===== config.mk =====
export PLATFORM = sky130hd
export DESIGN_NAME = norm_request_scheduler
export DESIGN_NICKNAME = d
export VERILOG_FILES = /design/src/rtl/norm_sched_pkg.sv /design/src/rtl/norm_id_fifo.sv /design/src/rtl/norm_request_scheduler.sv
export SDC_FILE = /design/constraint.sdc
export NUM_CORES = 1
export LEC_CHECK = 0
export BUFFER_PORTS_ARGS = -buffer_cell sky130_fd_sc_hd__buf_2
export CAP_MARGIN = 20
export CORE_ASPECT_RATIO = 2
export CORE_UTILIZATION = 32
export DETAILED_ROUTE_END_ITERATION = 10
export SYNTH_ARGS = -nofsm -noshare
export SYNTH_HDL_FRONTEND = slang
export SYNTH_HIERARCHICAL = 1
export SYNTH_SLANG_ARGS = --single-unit
export TNS_END_PERCENT = 1

===== constraint.sdc =====
create_clock -name clk -period 4 [get_ports clk]
set_input_delay 0.6 -clock clk [delete_from_list [all_inputs] [get_ports clk]]
set_output_delay 0.6 -clock clk [all_outputs]
set_load 0.01 [all_outputs]

===== src/rtl/norm_sched_pkg.sv =====
// norm_sched_pkg
// Shared types for the normalizer request scheduler: the RayDirection payload,
// the scheduler state encoding and a helper sizing the requester-index width.
// RayDirection component width comes from the global `WIDTH macro (default 16).

`ifndef WIDTH
`define WIDTH 16
`endif

package norm_sched_pkg;

  localparam int WIDTH = `WIDTH;

  typedef struct packed {
    logic [WIDTH-1:0] x;
    logic [WIDTH-1:0] y;
    logic [WIDTH-1:0] z;
  } RayDirection;

  typedef enum logic [0:0] {
    SCHED_RUN   = 1'b0,
    SCHED_DRAIN = 1'b1
  } sched_state_t;

  // Width of a requester index; never narrower than one bit.
  function automatic int req_id_w(input int num_req);
    return (num_req > 1) ? $clog2(num_req) : 1;
  endfunction

endpackage


===== src/rtl/norm_id_fifo.sv =====
// norm_id_fifo
// Synchronous FIFO holding the requester index of every ray in flight, so
// in-order normalizer results can be routed back to their owners.
// dout shows the head entry combinationally whenever empty is low.
// Ports:
//   clk, reset  clock, synchronous active-high reset
//   push, din   enqueue din (ignored when full)
//   pop         dequeue head (ignored when empty)
//   dout        head entry
//   empty, full occupancy flags

module norm_id_fifo #(
  parameter int DEPTH  = 32,
  parameter int DATA_W = 2
) (
  input  logic              clk,
  input  logic              reset,
  input  logic              push,
  input  logic              pop,
  input  logic [DATA_W-1:0] din,
  output logic [DATA_W-1:0] dout,
  output logic              empty,
  output logic              full
);

  localparam int PTR_W = (DEPTH > 1) ? $clog2(DEPTH) : 1;
  localparam int CNT_W = $clog2(DEPTH + 1);
  localparam logic [PTR_W-1:0] LAST_PTR  = PTR_W'(DEPTH - 1);
  localparam logic [CNT_W-1:0] DEPTH_CNT = CNT_W'(DEPTH);

  logic [DATA_W-1:0] mem [DEPTH];
  logic [PTR_W-1:0]  wr_ptr_q;
  logic [PTR_W-1:0]  rd_ptr_q;
  logic [CNT_W-1:0]  count_q;
  logic              do_push;
  logic              do_pop;

  assign empty   = (count_q == '0);
  assign full    = (count_q == DEPTH_CNT);
  assign do_push = push && !full;
  assign do_pop  = pop && !empty;
  assign dout    = mem[rd_ptr_q];

  // Storage needs no reset: entries are only read after being written.
  always_ff @(posedge clk) begin
    if (do_push) begin
      mem[wr_ptr_q] <= din;
    end
  end

  // Pointers wrap explicitly so DEPTH need not be a power of two.
  always_ff @(posedge clk) begin
    if (reset) begin
      wr_ptr_q <= '0;
      rd_ptr_q <= '0;
      count_q  <= '0;
    end else begin
      if (do_push) begin
        wr_ptr_q <= (wr_ptr_q == LAST_PTR) ? '0 : wr_ptr_q + PTR_W'(1);
      end
      if (do_pop) begin
        rd_ptr_q <= (rd_ptr_q == LAST_PTR) ? '0 : rd_ptr_q + PTR_W'(1);
      end
      if (do_push && !do_pop) begin
        count_q <= count_q + CNT_W'(1);
      end else if (do_pop && !do_push) begin
        count_q <= count_q - CNT_W'(1);
      end
    end
  end

endmodule


===== src/rtl/norm_request_scheduler.sv =====
// norm_request_scheduler
// Shares one pipelined normalization unit between NUM_REQ ray requesters.
// A round-robin arbiter grants one request per cycle, a credit counter caps
// rays in flight, and an ID FIFO routes in-order results back to owners.
// Optional statistics counters are built when NORM_SCHED_STATS_EN is defined.
// Ports:
//   clk, reset        clock, synchronous active-high reset
//   req_valid/req_dir per-requester request and direction
//   req_ready         one-hot grant (combinational)
//   flush/flush_done  stop granting and drain; pulse when drained
//   norm_start/dir    registered issue to the normalizer
//   norm_valid/normal normalizer result (cannot be stalled)
//   resp_valid/normal registered one-hot result and broadcast data
//   inflight          current credit usage
//   err_underflow     sticky: result arrived with nothing outstanding
//   stat_issued/stall statistics (0 unless NORM_SCHED_STATS_EN)

module norm_request_scheduler
  import norm_sched_pkg::*;
#(
  parameter int NUM_REQ      = 4,
  parameter int MAX_INFLIGHT = 32
) (
  input  logic                              clk,
  input  logic                              reset,
  input  logic [NUM_REQ-1:0]                req_valid,
  input  RayDirection [NUM_REQ-1:0]         req_dir,
  output logic [NUM_REQ-1:0]                req_ready,
  input  logic                              flush,
  output logic                              flush_done,
  output logic                              norm_start,
  output RayDirection                       norm_dir,
  input  logic                              norm_valid,
  input  RayDirection                       norm_normal,
  output logic [NUM_REQ-1:0]                resp_valid,
  output RayDirection                       resp_normal,
  output logic [$clog2(MAX_INFLIGHT+1)-1:0] inflight,
  output logic                              err_underflow,
  output logic [31:0]                       stat_issued,
  output logic [31:0]                       stat_stall
);

  localparam int ID_W  = req_id_w(NUM_REQ);
  localparam int CNT_W = $clog2(MAX_INFLIGHT + 1);
  localparam logic [CNT_W-1:0] MAX_CNT = CNT_W'(MAX_INFLIGHT);
  localparam logic [ID_W-1:0]  LAST_ID = ID_W'(NUM_REQ - 1);

  sched_state_t      state_q;
  sched_state_t      state_d;
  logic [ID_W-1:0]   rr_ptr_q;
  logic [ID_W-1:0]   grant_idx;
  logic              grant_found;
  logic              can_issue;
  logic              issue;
  logic              retire;
  logic              underflow;
  logic [CNT_W-1:0]  inflight_q;
  logic [ID_W-1:0]   fifo_dout;
  logic              fifo_empty;
  logic              fifo_full;
  logic              norm_start_q;
  RayDirection       norm_dir_q;
  logic [NUM_REQ-1:0] resp_valid_q;
  RayDirection       resp_normal_q;
  logic              err_q;

  // Credit uses only the registered count, so a retire cannot free a slot
  // for a grant in the same cycle. The FIFO-full term is a redundant guard.
  assign can_issue = (state_q == SCHED_RUN) && (inflight_q < MAX_CNT) && !fifo_full;
  assign issue     = can_issue && grant_found;
  assign retire    = norm_valid && !fifo_empty;
  assign underflow = norm_valid && fifo_empty;

  // Search for the first valid requester starting at rr_ptr, wrapping.
  always_comb begin
    int idx;
    idx         = 0;
    grant_found = 1'b0;
    grant_idx   = '0;
    for (int i = 0; i < NUM_REQ; i++) begin
      idx = int'(rr_ptr_q) + i;
      if (idx >= NUM_REQ) begin
        idx = idx - NUM_REQ;
      end
      if (!grant_found && req_valid[ID_W'(idx)]) begin
        grant_found = 1'b1;
        grant_idx   = ID_W'(idx);
      end
    end
  end

  always_comb begin
    req_ready = '0;
    if (issue) begin
      req_ready[grant_idx] = 1'b1;
    end
  end

  // Flush while draining is ignored; leaving DRAIN emits flush_done.
  always_comb begin
    state_d    = state_q;
    flush_done = 1'b0;
    case (state_q)
      SCHED_RUN: begin
        if (flush) begin
          state_d = SCHED_DRAIN;
        end
      end
      SCHED_DRAIN: begin
        if (inflight_q == '0) begin
          state_d    = SCHED_RUN;
          flush_done = 1'b1;
        end
      end
      default: state_d = SCHED_RUN;
    endcase
  end

  always_ff @(posedge clk) begin
    if (reset) begin
      state_q       <= SCHED_RUN;
      rr_ptr_q      <= '0;
      inflight_q    <= '0;
      norm_start_q  <= 1'b0;
      norm_dir_q    <= '0;
      resp_valid_q  <= '0;
      resp_normal_q <= '0;
      err_q         <= 1'b0;
    end else begin
      state_q      <= state_d;
      norm_start_q <= issue;
      resp_valid_q <= '0;
      if (issue) begin
        rr_ptr_q   <= (grant_idx == LAST_ID) ? '0 : grant_idx + ID_W'(1);
        norm_dir_q <= req_dir[grant_idx];
      end
      if (retire) begin
        resp_valid_q[fifo_dout] <= 1'b1;
        resp_normal_q           <= norm_normal;
      end
      if (underflow) begin
        err_q <= 1'b1;
      end
      if (issue && !retire) begin
        inflight_q <= inflight_q + CNT_W'(1);
      end else if (retire && !issue) begin
        inflight_q <= inflight_q - CNT_W'(1);
      end
    end
  end

  norm_id_fifo #(
    .DEPTH  (MAX_INFLIGHT),
    .DATA_W (ID_W)
  ) u_id_fifo (
    .clk   (clk),
    .reset (reset),
    .push  (issue),
    .pop   (retire),
    .din   (grant_idx),
    .dout  (fifo_dout),
    .empty (fifo_empty),
    .full  (fifo_full)
  );

  assign norm_start    = norm_start_q;
  assign norm_dir      = norm_dir_q;
  assign resp_valid    = resp_valid_q;
  assign resp_normal   = resp_normal_q;
  assign inflight      = inflight_q;
  assign err_underflow = err_q;

`ifdef NORM_SCHED_STATS_EN
  logic [31:0] stat_issued_q;
  logic [31:0] stat_stall_q;

  // Both counters saturate rather than wrap.
  always_ff @(posedge clk) begin
    if (reset) begin
      stat_issued_q <= '0;
      stat_stall_q  <= '0;
    end else begin
      if (issue && (stat_issued_q != '1)) begin
        stat_issued_q <= stat_issued_q + 32'd1;
      end
      if ((|req_valid) && (state_q == SCHED_RUN) && (inflight_q == MAX_CNT) &&
          (stat_stall_q != '1)) begin
        stat_stall_q <= stat_stall_q + 32'd1;
      end
    end
  end

  assign stat_issued = stat_issued_q;
  assign stat_stall  = stat_stall_q;
`else
  assign stat_issued = '0;
  assign stat_stall  = '0;
`endif

endmodule

# Word-level counts from Yosys, hierarchy flattened
# Memories as Yosys holds them, arrays and structs flattened. A register that Yosys moved wholly into a read port is not among the register bits.
# Index checks and enable logic that the tools add are counted.
# W data, S select, Z words.
classes:
  add_sub_neg: 14
  multipliers: 0
  div_mod_pow: 0
  n_lt_le_gt_ge: 13
  n_eq_ne: 4
  n_shift: 0
  mux: 47
  bitwise_logic: 2
  reduce_logical: 30
op_table:
  columns: ["operator", "count"]
  rows:
  - ["$bmux W48 S2", 1]
  - ["$mux W48", 1]
  - ["$mux W6", 4]
  - ["$mux W1", 20]
  - ["$mux W5", 4]
  - ["$mux W2", 9]
  - ["$logic_and A1 B1 Y1", 16]
  - ["$lt A2 B4 Y1 const B", 4]
  - ["$add A6 B1 Y6 const B", 2]
  - ["$logic_not A6 Y1", 2]
  - ["$sub A6 B1 Y6 const B", 2]
  - ["$add A5 B1 Y5 const B", 2]
  - ["$eq A5 B5 Y1 const B", 2]
  - ["$ge A3 B3 Y1 const B", 3]
  - ["$logic_not A1 Y1", 9]
  - ["$bmux W1 S2", 4]
  - ["$sub A2 B1 Y2 const B", 4]
  - ["$add A2 B2 Y3 const B", 2]
  - ["$eq A6 B6 Y1 const B", 1]
  - ["$lt A2 B3 Y1 const B", 2]
  - ["$lt A6 B6 Y1 const B", 1]
  - ["$demux W1 S2", 2]
  - ["$ge A2 B1 Y1 const B", 2]
  - ["$mux W4", 1]
  - ["other kinds (8)", 10]
word_totals:
  reg_bits: 127
  latch_bits: 0
  ramBits: 64
  romBits: 0
  out_inout_bits: 177
  n_memories: 1
mem_list:
  columns: ["memory", "words", "width", "rd", "rd_ports_with_merged_regs", "wr", "line_no", "source"]
  rows:
  - ["u_id_fifo.mem", 32, 2, 1, 1, 1, "norm_id_fifo.sv:31", "logic [DATA_W-1:0] mem [DEPTH];"]

# Logic depth before layout (Yosys ltp)
logic_depth:
  ltp_word: 21
  ltp_mapped: 14
  mapped_depth_nobuf: 12

# Hierarchy
# Netlist, hierarchy kept.
modules_own_cells:
  columns: ["module", "n_inst", "cells_each", "area_per_inst_um2"]
  rows:
  - ["norm_request_scheduler", 1, 643, 5708.0]
  - ["norm_id_fifo", 1, 300, 3865.0]

# Worst setup path after synthesis
# OpenSTA, ideal clock, no wires.
synth_path:
  path_kind: "register -> register"
  start: "register u_id_fifo.count_q[0]"
  end: "register inflight_q[5], in the netlist inflight[5]"
  setup_ns: 0.128
  t_arrival_ns: 3.250
  required_ns: 3.872
  slack_ns: 0.622
  path_stages_with_launch: 14
  path_cell_list: "dfxtp_1 -> or4_4 -> nor3_1 -> nand2b_1 -> clkbuf_1 -> clkbuf_1 -> ha_1 -> inv_1 -> ha_1 -> or4_1 -> a311o_1 -> o311ai_1 -> xnor2_1 -> nor2_1"
synth_between:
  elab_cells_between_ends: 13
  cone_classes: "1 x eq/ne; 1 x mux; 11 x reduce/logical"
synth_lines:
  columns: ["item", "line_no", "source"]
  rows:
  - ["start: declaration", "norm_id_fifo.sv:34", "logic [CNT_W-1:0] count_q;"]
  - ["start signal: assignment", "norm_id_fifo.sv:65", "count_q <= count_q + CNT_W'(1);"]
  - ["start signal: assignment", "norm_id_fifo.sv:67", "count_q <= count_q - CNT_W'(1);"]
  - ["$logic_not A6 Y1 *", "norm_id_fifo.sv:38", "assign empty = (count_q == '0);"]
  - ["named net fifo_empty", "norm_request_scheduler.sv:59", "logic fifo_empty;"]
  - ["$logic_not A1 Y1 *", "norm_request_scheduler.sv:71", "assign retire = norm_valid && !fifo_empty;"]
  - ["$logic_and A1 B1 Y1 *", "norm_request_scheduler.sv:71", null]
  - ["$logic_not A1 Y1", "norm_request_scheduler.sv:144", "if (issue && !retire) begin"]
  - ["$logic_and A1 B1 Y1", "norm_request_scheduler.sv:144", null]
  - ["$mux W6 / $reduce_bool A2 Y1 (equally long branches)", null, null]
  - ["end signal: assignment", "norm_request_scheduler.sv:145", "inflight_q <= inflight_q + CNT_W'(1);"]
  - ["end signal: assignment", "norm_request_scheduler.sv:147", "inflight_q <= inflight_q - CNT_W'(1);"]
  - ["end: declaration", "norm_request_scheduler.sv:57", "logic [CNT_W-1:0] inflight_q;"]
# The timed path passes the listed nets; every way through them passes the cells marked *.
# A chain may end at the register's enable or synchronous reset.

# Final worst setup path
layout_path:
  start: "register u_id_fifo.count_q[0]"
  end: "register u_id_fifo.count_q[5]"
layout_between:
  elab_cells_between_ends: 18
  cone_classes: "2 x add/sub; 1 x eq/ne; 2 x mux; 13 x reduce/logical"
layout_lines:
  columns: ["item", "line_no", "source"]
  rows:
  - ["$logic_not A6 Y1 *", "norm_id_fifo.sv:38", null]
  - ["named net fifo_empty", "norm_request_scheduler.sv:59", null]
  - ["$logic_not A1 Y1 *", "norm_id_fifo.sv:41, norm_request_scheduler.sv:71", null]
  - ["$logic_and A1 B1 Y1", "norm_request_scheduler.sv:71", null]
  - ["$logic_and A1 B1 Y1 *", "norm_id_fifo.sv:41", "assign do_pop = pop && !empty;"]
  - ["$logic_not A1 Y1", "norm_id_fifo.sv:64", "if (do_push && !do_pop) begin"]
  - ["$logic_and A1 B1 Y1", "norm_id_fifo.sv:64", null]
  - ["$mux W6 / $reduce_bool A2 Y1 (equally long branches)", null, null]
# The timed path passes the listed nets; every way through them passes the cells marked *. The select of a mux whose other input is x is not followed.

==> qor.yml <==
cts_buffer_depth: 2
cts_tree: "done"
initial_core_util_pct: 32.4
grt_first_pass_wirelength_um: 39100
post_cts.repair.setup_buffers: 0
skew_ns: 0.0124
use_met3_pct: 3.19
slew_violations: 0
post-synth-top-area-cell: "dfxtp_1"
power_density_mw_per_mm2: 613
ys_seq_area_share_pct: 47.7
synthSimpleGateAreaFrac_pct: 14.0
synthTopCellsByCount: "nand2_1 (159), dfxtp_1 (132), mux2i_1 (125), buf_4 (69), a21oi_1 (65)"
cp.required_ns: 4.39
final_cell_area_mm2: 0.0120
synth_most_common_cell: "nand2_1"
synth_top_area_share_pct: 27.6
avgRoutedWirePerCell_um: 15.6
drt_iter0_markers: 317
slew_headroom_pct: 46.1
root_buffer: "clkbuf_16"
synthMuxAreaShare_pct: 14.0
hp-class: "in2reg"
cts_hold_buf: 0
ys_ff_latch: 196
portBuffers: 360
peakVddDrop_mv: 0.477
status: "finished, final reports clean"
critPathKind: "reg2reg"
synthTopCellsByArea: "dfxtp_1 (28%), edfxtp_1 (20%), mux2i_1 (13%)"
antenna_found_initial: 1
synthFlopType: "dfxtp_1"
yosys.cell_types.count: 64
ios: 425
hold_violations: 0
grt_overflow: 0
worst_slew_pin_slew_ns: 0.808
setup_viol: 0
synth_fa_ha_area_share_pct: 3.29
critPathLaunchType: "flip-flop"
p_leak_nw: 5.33
dp_hpwl_um: 19800
drtPass1Iterations: 4
arrival_ns: 3.85
async_reset_ff_share_pct: 0
via_count: 7999
finalWirelength_um: 25800
final.period_utilization_pct: 86.4
core_mm2: 0.0295
finalCriticalPeriod_ns: 3.46
busiest_layer: "met2"
synthesis.area_per_instance_um2: 10.2
clock_latency_ns: 0.44
postPlaceCellArea_mm2: 0.0114
cts.sinks: 196
place_congestion: 0.864
yosysWarnings: 6
synth_top_family_by_area: "multiplexers"
clk_pin_slew_ns: 0.08
syn2layout_area_growth_pct: 25.8
cp-end-kind: "flip-flop"
avgViaCountPerCell: 4.84
netlist_instances: 943
fmax_mhz: 289
fp.dieArea_mm2: 0.0307
track_usage_pct: 16.3
fin_util_pct: 40.8
synth-xor-area-share_pct: 0.640
nets: 1548
grt_use_met2_pct: 32.1
synth_compound_area_share_pct: 11.6
postRouteAntennaNets: 0
grt_max_degree: 65
max_cap_violations: 0
fillers: 2888
rsz0062_at_grt: "false"
synth.cell_area_mm2: 0.00957
num_rows: 89
die_w_um: 124
grt_use_met1_pct: 16.1
crit_fanout: 9
drive_gt1_share_pct: 33.2
cts-resized-gates: 0
cts-htree-levels: 4
synth_edf_count: 64
cts_buffers: 17
grt_pass1_vias: 7636
tns_ns: 0
drc_errors: 0
die-height_um: 247
-- power breakdown --
| part | switching [W] | internal (W) | leakage [nW] |
|---|---|---|---|
| sequential | 0.000261 | 0.00250 | 1.67 |
| combinational | 0.00168 | 0.00118 | 3.37 |
| clock | 0.000813 | 0.000955 | 0.294 |
| total | 0.00275 | 0.00464 | 5.33 |
-- layout make-up --
class	instances	area (um^2)	share of cell area, %
multi-input cells	674	4430	36.8
diodes	1	2.50	0.0208
clock buffers	19	475	3.95
inverters	14	57.6	0.478
flip-flops and latches	196	4560	37.9
well taps	364	455	3.78
clock inverters	13	135	1.12
repair buffers	373	1920	16.0
-- sequential cells by signal, indices dropped and copies added, names as in the netlist, named ones only --
signal	cells
inflight	6
u_id_fifo/mem	64
state_q	1
rr_ptr_q	2
norm_dir	48
norm_start	1
resp_normal	48
u_id_fifo/rd_ptr_q	5
resp_valid	4
u_id_fifo/wr_ptr_q	5
err_underflow	1
u_id_fifo/count_q	6
-- metrics by stage --
step                hold WS, ns  setup slack (ns)  power (W)  cells
floorplan                 0.467             0.622    0.00480   1006
global placement          0.438             0.498    0.00564   1621
detailed placement        0.443             0.459    0.00569   1621
CTS                       0.361             0.462    0.00748   1653
global route              0.365             0.288    0.00785   1654
finish                    0.388             0.542    0.00739   1654
-- worst max-delay path: stages, from the launching register on --
cell       delay, ns
dfxtp_1         0.34
or4_4           0.60
nor3_1          0.20
nand2b_2        0.23
inv_1           0.10
o31ai_4         0.14
ha_1            0.39
inv_1           0.19
ha_1            0.32
and3_2          0.22
a2111oi_0       0.44
o22ai_1         0.17
nand3_1         0.08
-- logic make-up after synthesis --
family | after synthesis
compound gates | 156
xor+xnor | 7
fa+ha+maj | 24
buf+inv | 136
flops | 196
mux | 129
other cells | 1
simple gates | 294
-- routing by layer --
layer | part of all wire (%) | vias up
met2 | 57 | 316
met3 | 4.6 | 36
li1 | - | 3914
met1 | 36 | 3733
met4 | 2.7 | 0
met5 | 0 | -
-- worst paths after layout --
kind | startpoint | slack (ns) | to | depth (start not counted)
setup reg to reg | u_id_fifo/count_q[0] | 0.54 | u_id_fifo/count_q[5] | 12
hold / removal | norm_normal[26] | 0.39 | resp_normal[26] | 3
setup / recovery | u_id_fifo/count_q[0] | 0.54 | u_id_fifo/count_q[5] | 12
hold reg to reg | resp_normal[20] | 0.45 | resp_normal[20] | 2
-- layout by cell type, fill, tap and decap left out, types with 6 or more instances in the layout --
cell	n
o221ai_1	49
nor2_1	62
a22oi_1	14
nand3_1	6
nor3_1	7
and2_1	6
dfxtp_1	132
clkbuf_16	19
mux2i_1	125
buf_4	11
nand3b_1	6
a21oi_1	65
nand2_1	159
buf_2	360
conb_1	64
ha_1	22
edfxtp_1	64
inv_1	12
nor4_1	6
(Power assumes the default switching activity.)
